File: src/rtl/mydesign_seq_ctrl.sv
`default_nettype none
// ============================================================================
// Module : mydesign_seq_ctrl
// Multi-cycle F = (((A >> i) + (B << j)) mod 2^N) * C with valid/ready I/O.
// Rev    : 1.0  initial release
// ============================================================================
module mydesign_seq_ctrl #(
  parameter int N  = 8,
  parameter int SW = 3
) (
  input  logic             clk,
  input  logic             rst,
  input  logic             in_valid,
  output logic             in_ready,
  input  logic [N-1:0]     A,
  input  logic [N-1:0]     B,
  input  logic [N-1:0]     C,
  input  logic [SW-1:0]    i,
  input  logic [SW-1:0]    j,
  output logic             out_valid,
  input  logic             out_ready,
  output logic [2*N-1:0]   F,
  output logic             busy
);

  localparam int            CW         = (N > 1) ? $clog2(N) : 1;
  localparam logic [CW-1:0] C_CNT_LAST = CW'(N - 1);

  typedef enum logic [1:0] {
    ST_IDLE = 2'd0,
    ST_CALC = 2'd1,
    ST_MUL  = 2'd2,
    ST_DONE = 2'd3
  } state_t;

  state_t          state_q, state_d;
  logic [N-1:0]    a_q, a_d, b_q, b_d, c_q, c_d, e_q, e_d;
  logic [SW-1:0]   sh_i_q, sh_i_d, sh_j_q, sh_j_d;
  logic [2*N-1:0]  acc_q, acc_d, f_q, f_d;
  logic [CW-1:0]   cnt_q, cnt_d;
  logic [2*N-1:0]  pp;
  logic [2*N-1:0]  acc_sum;

  // Partial product for the current multiplier bit; 2N bits so the sum never overflows.
  assign pp      = {{N{1'b0}}, e_q} << cnt_q;
  assign acc_sum = acc_q + (c_q[cnt_q] ? pp : '0);

  always_comb begin
    state_d = state_q;
    a_d     = a_q;
    b_d     = b_q;
    c_d     = c_q;
    sh_i_d  = sh_i_q;
    sh_j_d  = sh_j_q;
    e_d     = e_q;
    acc_d   = acc_q;
    cnt_d   = cnt_q;
    f_d     = f_q;
    case (state_q)
      ST_IDLE: begin
        if (in_valid) begin
          a_d     = A;
          b_d     = B;
          c_d     = C;
          sh_i_d  = i;
          sh_j_d  = j;
          state_d = ST_CALC;
        end
      end
      ST_CALC: begin
        // Both terms and the sum stay N bits wide: B overflow and carry-out drop.
        e_d     = (a_q >> sh_i_q) + (b_q << sh_j_q);
        acc_d   = '0;
        cnt_d   = '0;
        state_d = ST_MUL;
      end
      ST_MUL: begin
        acc_d = acc_sum;
        cnt_d = cnt_q + CW'(1);
        if (cnt_q == C_CNT_LAST) begin
          f_d     = acc_sum;
          state_d = ST_DONE;
        end
      end
      ST_DONE: begin
        if (out_ready) begin
          state_d = ST_IDLE;
        end
      end
      default: state_d = ST_IDLE;
    endcase
  end

  always_ff @(posedge clk) begin
    if (rst) begin
      state_q <= ST_IDLE;
      a_q     <= '0;
      b_q     <= '0;
      c_q     <= '0;
      sh_i_q  <= '0;
      sh_j_q  <= '0;
      e_q     <= '0;
      acc_q   <= '0;
      cnt_q   <= '0;
      f_q     <= '0;
    end else begin
      state_q <= state_d;
      a_q     <= a_d;
      b_q     <= b_d;
      c_q     <= c_d;
      sh_i_q  <= sh_i_d;
      sh_j_q  <= sh_j_d;
      e_q     <= e_d;
      acc_q   <= acc_d;
      cnt_q   <= cnt_d;
      f_q     <= f_d;
    end
  end

  assign in_ready  = (state_q == ST_IDLE);
  assign out_valid = (state_q == ST_DONE);
  assign busy      = (state_q != ST_IDLE);
  assign F         = f_q;

endmodule
`default_nettype wire

File: config.mk
export PLATFORM = sky130hd
export DESIGN_NAME = mydesign_seq_ctrl
export DESIGN_NICKNAME = d
export VERILOG_FILES = /design/src/rtl/mydesign_seq_ctrl.sv
export SDC_FILE = /design/constraint.sdc
export NUM_CORES = 1
export LEC_CHECK = 0
export CAP_MARGIN = 25
export CORE_MARGIN = 1.5
export CORE_UTILIZATION = 53
export CTS_BUF_LIST = sky130_fd_sc_hd__clkbuf_2 sky130_fd_sc_hd__clkbuf_4 sky130_fd_sc_hd__clkbuf_8
export CTS_CLUSTER_DIAMETER = 100
export DETAILED_ROUTE_END_ITERATION = 10
export PLACE_DENSITY = 0.79
export RECOVER_POWER = 100
export SYNTH_ARGS = -nofsm -noshare
export SYNTH_HDL_FRONTEND = slang
export SYNTH_SLANG_ARGS = --single-unit
File: constraint.sdc
create_clock -name clk -period 3 [get_ports clk]
set_clock_uncertainty 0.15 [all_clocks]
set_input_delay 0.6 -clock clk [delete_from_list [all_inputs] [get_ports clk]]
set_output_delay 0.6 -clock clk [all_outputs]
set_load 0.01 [all_outputs]
# ---- Word-level counts from Yosys, hierarchy flattened
# Cells that the tools add are included.
dict set report totals {
  regBits 75
  inputBits 34
  output_inout_bits 19
  wordCells 39
}
dict set report classes {
  n_addsub 3
  magnitude_cmp 1
  eq_ne 7
  n_shift 3
  muxes 9
  reduce_logical 6
}
# cell count
set op_table {}
lappend op_table {{16-bit one-hot mux with 2 select lines} 1}
lappend op_table {{16-bit adder} 1}
lappend op_table {{16-bit 2-to-1 mux} 1}
lappend op_table {{8-bit by 3-bit << shifter with 16-bit output} 1}
lappend op_table {{8-bit adder} 1}
lappend op_table {{2-bit one-hot mux with 4 select lines} 1}
lappend op_table {{8-bit by 3-bit << shifter with 8-bit output} 1}
lappend op_table {{8-bit by 3-bit >> shifter with 8-bit output} 1}
lappend op_table {{2-bit 2-to-1 mux} 3}
lappend op_table {{3-bit one-hot mux with 2 select lines} 1}
lappend op_table {{2-bit equality test (second input constant)} 2}
lappend op_table {{3-bit by 4-bit less-than comparator with 1-bit output (second input constant)} 1}
lappend op_table {{2-bit inequality test (second input constant)} 2}
lappend op_table {{2-bit AND reduction} 2}
lappend op_table {{2-bit nonzero test} 2}
lappend op_table {{3-bit by 1-bit adder with 3-bit output (second input constant)} 1}
lappend op_table {{1-bit binary-select mux with 3-bit select} 1}
lappend op_table {{3-bit equality test (second input constant)} 1}
lappend op_table {{3-bit AND reduction} 1}
lappend op_table {{2-bit by 1-bit equality test with 1-bit output (second input constant)} 1}
lappend op_table {{2-bit logical NOT} 1}
lappend op_table {{2-bit by 1-bit inequality test with 1-bit output (second input constant)} 1}
lappend op_table {{1-bit 2-to-1 mux} 1}

# ---- Longest topological paths before layout
dict set report depth {
  word_depth 5
  depth_mapped 15
}

# ---- Worst setup path after synthesis
# Ideal clock, no wire load.
dict set report synth_path {
  path_type {register to register}
  from {reg cnt_q[0]}
  to {reg acc_q[8]}
  arrival_time_ns 3.067
  t_required_ns 2.733
  path_slack_ns -0.333
  stages_incl_launch_ff 14
  n_path_buf 2
  synth_period_minus_slack_ns 3.333
  path_cell_list {dfxtp_1 buf_2 mux4_2 nand2_1 and2_1 clkbuf_1 a21oi_1 ha_1 a21o_1 a311o_2 a211oi_1 nor2_1 xor2_1 a22o_1}
}
dict set report synth_via {
  elab_chain_cells 5
  elab_cells_between_ends 6
  cone_classes {add/sub: 1; shift: 1; mux: 4}
}
# element line_no
set synth_rtl {}
lappend synth_rtl {{from (decl)} 40} ;# logic [CW-1:0] cnt_q, cnt_d;
lappend synth_rtl {{from (signal assigned)} 115} ;# cnt_q <= cnt_d;
lappend synth_rtl {{1-bit binary-select mux with 3-bit select} 46} ;# assign acc_sum = acc_q + (c_q[cnt_q] ? pp : '0);
lappend synth_rtl {{1-bit 2-to-1 mux (implied by the code)} 46}
lappend synth_rtl {{16-bit 2-to-1 mux *} 46}
lappend synth_rtl {{16-bit adder *} 46}
lappend synth_rtl {{16-bit one-hot mux with 2 select lines *} 59} ;# case (state_q)
lappend synth_rtl {{to (signal assigned)} 103} ;# acc_q <= '0;
lappend synth_rtl {{to (signal assigned)} 114} ;# acc_q <= acc_d;
lappend synth_rtl {{to (decl)} 39} ;# logic [2*N-1:0] acc_q, acc_d, f_q, f_d;
# Every way passes the cells marked *; elsewhere a longest branch is shown, timed or not. The select of a mux whose other input is x is not followed.
# A chain may end at the register's enable or synchronous reset.

# ---- Worst setup path after layout
dict set report layout_path {
  from {reg cnt_q[0]}
  to {reg acc_q[14]}
}
# Same word-level chain as after synthesis.

==> metrics.cfg <==
[status]
outcome=complete, but fails checks
violations=negative setup slack

[final_layout]
utilization_pct=71.0
stdcell_area_sq_um=5920
fin_nets=741
fillCellCount=684
antenna_cells=0
drive_above_1_share_pct=18.5
areaGrowthSynthToFinish_pct=27.6

[worst_hold_path]
worstHoldStart=F[7]
hold_path.class=reg -> reg
hold_path_depth=2

[clocking]
cts.clk_slew.worst_paths_ns=0.08
numCtsBuffers=9
htreeDepth=3
cts.sinks=75
cts_tree=yes
cts_buffer_depth=2
cts-root-buf=clkbuf_8
hold_buffers=0
clk_latency_ns=0.35

[power_and_ir_drop]
finalPower_mw=3.32
irDropWorstVdd_mv=0.411
power_per_cell_area_nw_per_um2=560
total_leakage_power_nw=2.26

[yosys]
syn_area_sq_um=4640
yosysTopAreaCell=dfxtp_1
synth_edf_count=0
synth.most_common_cell=nand2_1
avgSynthCellArea_sq_um=7.74
synth_ff_type=dfxtp_1
yosysTopAreaCellShare_pct=32.3
synth-seq-cells=75
synth_area_leaders=dfxtp_1 (32%), nand2_1 (9.1%), a21oi_1 (8.6%)
ys_types=65
ys_async_sr_fraction_pct=0
syn_inst=600
synthTopCellsByCount=nand2_1 (112), a21oi_1 (80), dfxtp_1 (75)
yosysWarnings=0
syn-num-nets=664
ys_seq_area_share_pct=32.3

[sta]
drv_slew=0
tightest_slew_ns=0.964
fin_crit_ns=3.04
timing.hold.ws_ns=0.306
setup_viol=4
fin_ws_ns=-0.0395
hold_violations=0
maxSlewHeadroom_pct=35.7
period_share_pct=101
tns_ns=-0.0899
timing.fmax_ghz=0.329
rsz0062_at_grt=yes

[drt]
drt_iter0_drc=144
drt-total-wl_microns=12000
post_drt_wl_per_cell_microns=15.2
route.detailed.drc=0
vias=4478
drt_first_pass_iters=5
postRouteAntennaNets=0
viasPerCell=5.69

[grt]
grt_pass1_wl_microns=19200
overflow=0
grt_start_max_net_pins=51
grt_pass1_vias=4334
antenna_found_initial=0
track_usage_pct=26.6

[floorplanning]
die_w_microns=96.6
die-area_sq_um=9330
die_h_microns=96.6
fp-row-count=33
coreArea_sq_um=8340
io_pins=53
start_util_pct=55.7

[setup_path]
r2r_start=cnt_q[0]
cpLargestDelayFamily=compound AO/OA/AOI/OAI gates
rr_worst_depth=12
cp_num_cells=12
cp-start-kind=register
crit_fanout=7
critPathKind=reg -> reg
crit_chain=mux4_2 > nand2_4 > and2_4 > nor2_1 > ha_4 > a21oi_1 > buf_4 > o21ai_1 > a21oi_2 > a2111oi_4 > mux2i_1 > a211o_1
cp_slowest_cell=mux4_2
setup.worst_path.start=cnt_q[0]
path_buf_inv=1
crit_required_ns=3.09
worstPathArrival_ns=3.13
slowest_delay_ns=0.52
end_kind=register

[place]
dpl_cell_area_sq_um=5530
port_buffers=52
place.gp.congestion=0.904
dp_hpwl_microns=8890

[job]
maxCapViolCount=0

[cells by family (layout without fill, tap and decap cells)]
| family | after synthesis | after routing | synth area share, % |
|---|---|---|---|
| multiplexers | 33 | 33 | 8.36 |
| AO/OA/AOI/OAI | 143 | 143 | 19.4 |
| buffers and inverters | 56 | 138 | 5.17 |
| XOR/XNOR | 14 | 14 | 2.64 |
| flip-flops | 75 | 75 | 32.3 |
| AND/OR/NAND/NOR | 249 | 249 | 23.6 |
| adder cells (fa/ha/maj) | 30 | 30 | 8.41 |
[worst paths after layout]
check | to | slack [ns]
max | acc_q[14] | -0.04
min | F[7] | 0.31
max reg2reg | acc_q[14] | -0.04
min reg2reg | F[7] | 0.31
[what timing repair did]
action,CTS,global route
buffers inserted,1,1
pin swaps,4,11
endpoints found under the setup margin,13,20
gates resized for setup,15,19
[tightest hold or removal path, stage by stage (launching register included)]
cell	delay, ns
dfxtp_1	0.31
nand2_1	0.05
a21oi_1	0.05
[cell usage in the layout (no fill, tap or decap), drive strengths merged, types with 6 or more instances in the layout]
| cell type | synthesis | routed |
|---|---|---|
| nand2 | 113 | 113 |
| buf | 16 | 49 |
| a211oi | 7 | 7 |
| mux2 | 6 | 6 |
| clkdlybuf4s50 | 0 | 51 |
| inv | 19 | 19 |
| nor2 | 66 | 66 |
| ha | 28 | 28 |
| nor2b | 9 | 9 |
| clkbuf | 19 | 14 |
| nor3 | 13 | 13 |
| dfxtp | 75 | 75 |
| a22o | 6 | 6 |
| o21ai | 11 | 11 |
| a21oi | 82 | 82 |
| xnor2 | 10 | 10 |
| nand3 | 18 | 18 |
| a31oi | 6 | 6 |
| mux2i | 23 | 23 |
[sequential cells by signal, summed over array words and instances (netlist names)]
name / cells
b_q: 8
F: 16
cnt_q: 3
e_q: 8
sh_j_q: 3
acc_q: 16
sh_i_q: 3
c_q: 8
state_q: 2
a_q: 8
[report_power, final]
group          switching, mW  internal, mW  leakage (nW)
Combinational          0.723         0.536          1.55
Clock                  0.374         0.450         0.107
Sequential             0.124          1.11         0.611
Total                   1.22          2.10          2.26
[stage by stage]
step | std cells | worst slack (ns)
after floorplan | 600 | -0.102
after global placement | 769 | -0.0588
after detailed placement | 769 | -0.115
after CTS | 786 | 0.00425
after global routing | 787 | -0.169
final | 787 | -0.0395
[final cells by class]
cell class              count  area, sq um  share of cell area, %
flip-flops and latches     75         1510                   25.5
repair buffers            101          883                   14.9
well taps                 105          131                   2.22
multi-input cells         469         3110                   52.4
inverters                  21         78.8                   1.33
clock inverters             3         46.3                  0.782
clock buffers              13          166                   2.81
[layer usage]
layer / up-vias / GRT usage, % / part of all wire (%)
met1: 2090 / 27.4 / 40
met5: - / 0 / 0
met2: 110 / 51.3 / 52
met4: 0 / 11.0 / 3.5
li1: 2245 / - / -
met3: 33 / 5.95 / 4.0
Note: power is estimated with default switching activity, not from simulation.
